## config.mk

```make
export PLATFORM = sky130hd
export DESIGN_NAME = bus_arbiter_flat
export DESIGN_NICKNAME = d
export VERILOG_FILES = /design/src/rtl/bus_arbiter_pkg.sv /design/src/rtl/bus_arbiter_if.sv /design/src/rtl/bus_arbiter_hold_timer.sv /design/src/rtl/bus_arbiter.sv /design/src/flat_wrapper.sv
export SDC_FILE = /design/constraint.sdc
export NUM_CORES = 1
export LEC_CHECK = 0
export CORE_MARGIN = 2
export CORE_UTILIZATION = 40
export DETAILED_ROUTE_END_ITERATION = 10
export GPL_ROUTABILITY_DRIVEN = 0
export PLACE_DENSITY = 0.68
export REMOVE_ABC_BUFFERS = 1
export SLEW_MARGIN = 10
export SYNTH_ARGS = -nofsm -noshare
export SYNTH_HDL_FRONTEND = slang
export SYNTH_SLANG_ARGS = --single-unit
```

## constraint.sdc

```tcl
create_clock -name clock -period 1.7 [get_ports clock]
set_input_delay 0.425 -clock clock [delete_from_list [all_inputs] [get_ports clock]]
set_output_delay 0.425 -clock clock [all_outputs]
set_load 0.01 [all_outputs]
```

## src/rtl/bus_arbiter_pkg.sv

```systemverilog
// Shared definitions for the two-requester bus arbiter: FSM encodings,
// hold-time default and requester indices.
package bus_arbiter_pkg;

    typedef enum logic [1:0] {
        IDLE  = 2'h0,
        GRANT = 2'h1,
        TURN  = 2'h2
    } arb_state_e;

    localparam int MAX_HOLD_DEFAULT = 16;
    localparam int NUM_REQ          = 2;

    localparam logic ENC  = 1'b0;
    localparam logic HOST = 1'b1;

endpackage

```

## src/rtl/bus_arbiter_if.sv

```systemverilog
// Request/grant bundle between the requesters (master) and the arbiter (slave).
interface bus_arbiter_if;
    logic [1:0] req;
    logic [1:0] grant;
    logic       owner;
    logic       busy;
    logic       preempt;

    modport master (output req, input grant, input owner, input busy, input preempt);
    modport slave  (input req, output grant, output owner, output busy, output preempt);
endinterface

```

## src/rtl/bus_arbiter_hold_timer.sv

```systemverilog
// Saturating count of consecutive grant cycles; expired marks the last allowed cycle.
module hold_timer #(
    parameter int MAX_HOLD = 16
) (
    input  logic       clock,
    input  logic       reset,
    input  logic       clear,
    input  logic       enable,
    output logic [4:0] count,
    output logic       expired
);
    localparam logic [4:0] HOLD_LAST = 5'(MAX_HOLD - 1);

    logic [4:0] count_q;
    logic [4:0] count_d;

    always_comb begin
        count_d = count_q;
        if (clear) begin
            count_d = 5'd0;
        end else if (enable && (count_q != HOLD_LAST)) begin
            count_d = count_q + 5'd1;
        end
    end

    always_ff @(posedge clock) begin
        if (reset) begin
            count_q <= 5'd0;
        end else begin
            count_q <= count_d;
        end
    end

    assign count   = count_q;
    assign expired = (count_q == HOLD_LAST);
endmodule

```

## src/rtl/bus_arbiter.sv

```systemverilog
// Round-robin arbiter for two bus masters with a one-cycle turnaround after
// every grant and hold-time preemption when the other side is waiting.
module bus_arbiter
    import bus_arbiter_pkg::*;
#(
    parameter int MAX_HOLD = MAX_HOLD_DEFAULT
) (
    input  logic        clock,
    input  logic        reset,
    bus_arbiter_if.slave bus
);
    arb_state_e state_q, state_d;
    logic [1:0] grant_q, grant_d;
    logic       busy_q, busy_d;
    logic       preempt_q, preempt_d;
    logic       last_owner_q, last_owner_d;

    logic       timer_clear;
    logic       timer_enable;
    logic       timer_expired;
    logic [4:0] unused_hold_count;

    logic       winner;
    logic [1:0] win_onehot;

    // On contention the side that did not hold the bus last goes first.
    assign winner = (bus.req == 2'b11) ? ~last_owner_q : bus.req[HOST];

    for (genvar gi = 0; gi < NUM_REQ; gi++) begin : g_onehot
        assign win_onehot[gi] = (winner == 1'(gi));
    end

    hold_timer #(.MAX_HOLD(MAX_HOLD)) u_hold_timer (
        .clock   (clock),
        .reset   (reset),
        .clear   (timer_clear),
        .enable  (timer_enable),
        .count   (unused_hold_count),
        .expired (timer_expired)
    );

    always_comb begin
        state_d      = state_q;
        grant_d      = grant_q;
        busy_d       = busy_q;
        preempt_d    = 1'b0;
        last_owner_d = last_owner_q;
        timer_clear  = 1'b0;
        timer_enable = 1'b0;
        unique case (state_q)
            IDLE: begin
                grant_d = 2'b00;
                busy_d  = 1'b0;
                if (bus.req != 2'b00) begin
                    state_d      = GRANT;
                    grant_d      = win_onehot;
                    busy_d       = 1'b1;
                    last_owner_d = winner;
                    timer_clear  = 1'b1;
                end
            end
            GRANT: begin
                timer_enable = 1'b1;
                // A release wins over a simultaneous preemption, so check it first.
                if (!bus.req[last_owner_q]) begin
                    state_d = TURN;
                    grant_d = 2'b00;
                end else if (timer_expired && bus.req[~last_owner_q]) begin
                    state_d   = TURN;
                    grant_d   = 2'b00;
                    preempt_d = 1'b1;
                end
            end
            TURN: begin
                state_d = IDLE;
                grant_d = 2'b00;
                busy_d  = 1'b0;
            end
            default: begin
                state_d = IDLE;
                grant_d = 2'b00;
                busy_d  = 1'b0;
            end
        endcase
    end

    always_ff @(posedge clock) begin
        if (reset) begin
            state_q      <= IDLE;
            grant_q      <= 2'b00;
            busy_q       <= 1'b0;
            preempt_q    <= 1'b0;
            last_owner_q <= HOST;
        end else begin
            state_q      <= state_d;
            grant_q      <= grant_d;
            busy_q       <= busy_d;
            preempt_q    <= preempt_d;
            last_owner_q <= last_owner_d;
        end
    end

    assign bus.grant   = grant_q;
    assign bus.busy    = busy_q;
    assign bus.preempt = preempt_q;
    assign bus.owner   = last_owner_q;
endmodule

```

## src/flat_wrapper.sv

```systemverilog
// flat-port wrapper written by rule: the top's interface ports become plain ports
module bus_arbiter_flat import bus_arbiter_pkg::*;
#(
    parameter int MAX_HOLD = MAX_HOLD_DEFAULT
)
  (clock, reset, bus_req, bus_grant, bus_owner, bus_busy, bus_preempt);
  bus_arbiter_if bus_i ();
  input  logic clock;
  input  logic reset;
  input wire logic [$bits(bus_i.req)-1:0] bus_req;
  output wire logic [$bits(bus_i.grant)-1:0] bus_grant;
  output wire logic [$bits(bus_i.owner)-1:0] bus_owner;
  output wire logic [$bits(bus_i.busy)-1:0] bus_busy;
  output wire logic [$bits(bus_i.preempt)-1:0] bus_preempt;
  assign bus_i.req = bus_req;
  assign bus_grant = bus_i.grant;
  assign bus_owner = bus_i.owner;
  assign bus_busy = bus_i.busy;
  assign bus_preempt = bus_i.preempt;
  bus_arbiter #(.MAX_HOLD(MAX_HOLD)) u_core (.clock(clock), .reset(reset), .bus(bus_i));
endmodule
```

## Yosys cells after proc, flatten, opt, wreduce, memory -nomap -nowiden

Index checks and enable logic that the tools add are counted.

- Register bits: 12
- Input bits: 4
- Word-level logic and storage cells: 45

- $add $sub $neg: 1
- Magnitude comparators: 2
- Eq/ne operators: 6
- Muxes and demuxes: 18
- Bitwise operators: 4
- Reduce and logical (&&, ||, !) cells: 8

Operators with widths:

| operator | count |
|---|---|
| $mux 2 | 6 |
| $mux 1 | 9 |
| $pmux 2 s2 | 2 |
| $add 5x1->5 const B | 1 |
| $eq 5x4->1 const B | 1 |
| $ne 5x4->1 const B | 1 |
| $lt 1x2->1 const B | 2 |
| $not 1->1 | 4 |
| $reduce_and 2->1 | 2 |
| $ne 3x3->1 const B | 1 |
| $reduce_or 3->1 | 1 |
| $eq 2x1->1 const B | 1 |
| $eq 2x2->1 const B | 1 |
| $logic_and 1x1->1 | 2 |
| $logic_not 2->1 | 1 |
| $ne 2x1->1 const B | 1 |
| $pmux 1 s2 | 1 |
| $reduce_bool 2->1 | 1 |
| $reduce_or 2->1 | 1 |

## Logic depth before layout (Yosys ltp)

- Word-level depth: 7
- Mapped depth: 6
- Mapped depth without buffers: 6

## Hierarchy

From an unflattened synthesis, not the netlist that was laid out.

- Cell total of the unflattened synthesis: 66
- Area, all modules: 596.8 um^2

By module, submodules not included:

| module | times used | cells each | area an instance (um^2) | seq. area each (um^2) |
|---|---|---|---|---|
| bus_arbiter | 1 | 40 | 355.3 | 140.1 |
| hold_timer | 1 | 26 | 241.5 | 100.1 |

## Worst setup path before layout

No wires, ideal clock.

- Path kind: reg2reg
- From: register u_core.u_hold_timer.count_q[0], in the netlist u_core.u_hold_timer.count[0]
- To: register u_core.state_q[1]
- Arrival: 1.647 ns
- Required time: 1.583 ns
- Slack: -0.064 ns
- Stages on the path, launching flop included: 7
- Buffers on the path: 0
- Clock period less this slack: 1.764 ns
- Cell sequence: dfxtp_1 > ha_1 > and3_1 > ha_1 > and3_1 > or3_1 > nor3b_1

- Word-level cells in the longest chain between the ends: 4

Ends and longest elaborated chain:

| what | RTL line | text |
|---|---|---|
| start: declaration | bus_arbiter_hold_timer.sv:14 | `logic [4:0] count_q;` |
| start signal: assignment | bus_arbiter_hold_timer.sv:30 | `count_q <= count_d;` |
| $eq 5x4->1 | bus_arbiter_hold_timer.sv:35 | `assign expired = (count_q == HOLD_LAST);` |
| $logic_and 1x1->1 | bus_arbiter.sv:68 | `end else if (timer_expired && bus.req[~last_owner_q]) begin` |
| $ne 3x3->1 (no line) | - |  |
| $reduce_and 2->1 (no line) | - |  |
| end signal: assignment | bus_arbiter.sv:95 | `state_q <= state_d;` |
| end: declaration | bus_arbiter.sv:12 | `arb_state_e state_q, state_d;` |

No other way between the ends.
A chain may end at the register's enable or synchronous reset.

## Worst setup path after layout

Ends and elaborated chain as after synthesis.

==> impl_results.md <==
- Pleak: ~0.33 nW
- Max-slew headroom: about four fifths
- Combinational share of power: between 20% and 30%
- Worst-case clock skew: around 0.0011 ns
- Iter 0 DRT Violations: 3
- Switching Share: 27.4%
- Ys Warns: 0
- ANT cells: 0
- Input/output buffers: 8
- Max stage delay cell, worst path: or3_4
- Peak Freq: around 600 MHz
- Global-route wire length before repair: approximately 2.0 mm
- Worst-case reg-to-reg path depth: 6
- CP Class: reg2reg
- Avg Cell Area, Syn: between 9 and 10 µm²
- Slowest stage delay, CP: ~0.4 ns
- Mapped cell area: roughly 550 µm²
- XOR/XNOR Fraction of Synth Area: 3.16%
- # DRC: 0
- Post-synthesis cell type count: 30
- Sequential area share after synthesis: between 40% and 50%
- Int Pwr: around 0.00045 W
- Critical hold path startpoint: u_core.bus.grant[1]
- Post-synth top cells: dfxtp_1 (12), a21oi_1 (6), nor2_1 (5), and3_1 (3), nand2_1 (3)
- Pwr dens: ~750 nW/µm²
- GR Util All Layers: a little under a fifth
- Worst R2R Setup Slack: 0.03 ns
- Die span in x: 41.2 µm
- Placement Rows: 13
- Post-synthesis mux area share: 1.81%
- Clk sink count: 12
- Vias in the first global route: roughly 460
- Fill count: between 100 and 150
- Crit path required time: between 1.5 and 2 ns
- Crit path cell chain: ha_4 > and3_4 > ha_4 > and3_4 > or3_4 > nor3b_2
- Sequential power share: 51.4%
- CTS tree: yes
- Worst Hold Class: reg2reg
- Layout cells sized above 1: between 30% and 40%
- Fin. Hold Viols: 0
- Post-synth EDFFs: 0
- Largest cells by area after synthesis: dfxtp_1 (43%), a21oi_1 (5.4%), ha_1 (4.5%)
- Hold Path Stages: 2
- Complex-gate fraction of the synthesized area: between 10% and 20%
- Worst Path Buf+Inv: 0
- Tmin final: between 1.5 and 2 ns
- Slew Viols, Final: 0
- Hold_buf cts: 0
- CTS root buf: clkbuf_4
- Register bit count reported by yosys: 12
- Worst EP arrival: between 1.5 and 2 ns
- Most instantiated library cell after synthesis: dfxtp_1
- Largest family of logic cells by synthesized area: simple AND/OR/NAND/NOR gates
- Yosys top cell by area: dfxtp_1
- Worst hold endpoint: u_core.bus.grant[1]
- Reg2reg start: u_core.u_hold_timer.count[0]
- Pwr Total: a little over 0.0006 W
- Post-DP HPWL: approximately 870 µm
- Worst-Margin Slew: approximately 0.31 ns
- Post-Synthesis Cells: 59
- Clock Latency Late Sink: 0.27 ns
- Area share of the largest cell type after synthesis: between 40% and 50%
- Pin count of the biggest net entering global routing: 9
- Top FF cell, synth: dfxtp_1
- Initial antenna violation count: 0
- Clock Power Share: between 20% and 30%
- Clk buf depth: 2
- Synth Area in Simple Gates: a little over a quarter
- H-tree depth: 1
- Die area: 1700 µm²
- Core Region: 1300 µm²
- Area grow syn2layout: 50.3%
- Number of setup violations in the final report: 0
- Nets: 90
- Worst vdd ir: roughly 0.0005 V
- CP Launch Type: flop
- Number of buffers created by CTS: 3
- Top delay family on crit path: simple AND/OR/NAND/NOR gates
- Critical Path End Type: flop
- Net load switching power: roughly 0.00017 W
- GRT Residual Overflow: 0
- Ports: 9
- Post-synthesis async set-or-reset flop share: 0%
- Drt wl/cell: roughly 13 µm
- Vias: 511
- Clk slew on worst S/H paths: ~0.070 ns
- Max Cap Violations: 0
- DR vias/cell: 5.27
- FF-to-FF End: u_core.state_q[1]
- Hold slack final: around 0.47 ns
- Die H: between 40 and 50 µm
- Router iterations before antenna repair: 4
- RSZ-0062 raised after global routing: yes
- DRT antenna net count: 0
- Post-Route WL: ~1.2 mm
- Crit path max fanout: 3
- Initial Utilization: 42.6%
- Adder-cell area share of the yosys netlist: about 4.5%
- Status: completed
- Final period util: a little over nine tenths
==> power groups by stage <==
stage	Combinational, W	Clock [W]	Sequential, W
6_report	0.000131	0.000172	0.000321
5_1_grt	0.000147	0.000185	0.000324
4_1_cts	0.000127	0.000177	0.000320
3_5_place_dp	0.000121	0	0.000325
3_3_place_gp	0.000119	0	0.000324
2_1_floorplan	0.0000625	0	0.000326
==> placed cells by master (no fill, tap or decap), types with 2 or more instances in the layout <==
cell type,count
ha_4,2
nand2_1,3
clkdlybuf4s50_1,8
nor3b_2,2
nor2_1,5
nand3_1,2
dfxtp_2,3
clkbuf_4,3
a21oi_1,5
dfxtp_1,9
xnor2_1,2
buf_4,11
and3_4,2
inv_1,2
==> per-stage QoR <==
stage / std cells / area [µm²] / worst slack, ns / util (%) / TNS [ns]
2_1_floorplan: 59 / 554 / -0.0636 / - / -0.0708
3_3_place_gp: 92 / 728 / -0.136 / 56.0 / -0.399
3_5_place_dp: 92 / 728 / -0.128 / 56.0 / -0.427
4_1_cts: 96 / 781 / 0.00688 / 60.0 / 0
5_1_grt: 97 / 833 / -0.0207 / 64.0 / -0.0207
6_report: 97 / 833 / 0.0318 / 64.0 / 0
==> cell families (layout without fill, tap and decap cells) <==
family	after synthesis	after routing
and+or+nand+nor	24	24
DFF	12	12
adders and majority gates	2	2
AOI/OAI and AO/OA	16	16
muxes	1	1
xor gates and xnor gates	2	2
buffers and inverters	2	25
==> timing repair <==
action / in CTS / in global routing
setup endpoints to repair: 7 / 7
pin swaps: 3 / 3
buffers inserted: 1 / 1
resized for setup: 6 / 9
==> worst max path at each step <==
stage	to	cells past startpoint	slack, ns	start
3_5_place_dp	u_core.state_q[1]	4	-0.13	bus_req[0]
2_1_floorplan	u_core.state_q[1]	6	-0.06	u_core.u_hold_timer.count[0]
4_1_cts	u_core.state_q[1]	6	0.007	u_core.u_hold_timer.count[0]
6_report	u_core.state_q[1]	6	0.03	u_core.u_hold_timer.count[0]
5_1_grt	u_core.state_q[1]	6	-0.02	u_core.u_hold_timer.count[1]
3_3_place_gp	u_core.state_q[1]	4	-0.14	bus_req[0]
==> layer usage <==
metal  wire length, µm  global-route usage, %
met2               543                   27.0
met4                27                   9.68
met1               630                   25.8
met5                 0                      0
met3                21                   3.26
==> registers in the layout, summed over array words and instances (netlist names) <==
name and cells:
u_core.u_hold_timer.count 5, u_core.bus.grant 2, u_core.state_q 2, u_core.bus.busy 1
u_core.bus.owner 1, u_core.bus.preempt 1
==> worst reg2reg max path: stages (launching register included) <==
cell and delay (ns):
dfxtp_2 0.34, ha_4 0.15, and3_4 0.17, ha_4 0.16, and3_4 0.18, or3_4 0.39, nor3b_2 0.16
==> cell type report <==
cell class | count | area [µm²] | area share [%]
Tap cell | 15 | 18.8 | 2.25
Multi-Input combinational cell | 45 | 367 | 44.0
Clock buffer | 3 | 22.5 | 2.70
Sequential cell | 12 | 244 | 29.3
Timing Repair Buffer | 20 | 174 | 20.9
Inverter | 2 | 7.51 | 0.901
No activity file was read; power rests on OpenSTA's default activity.
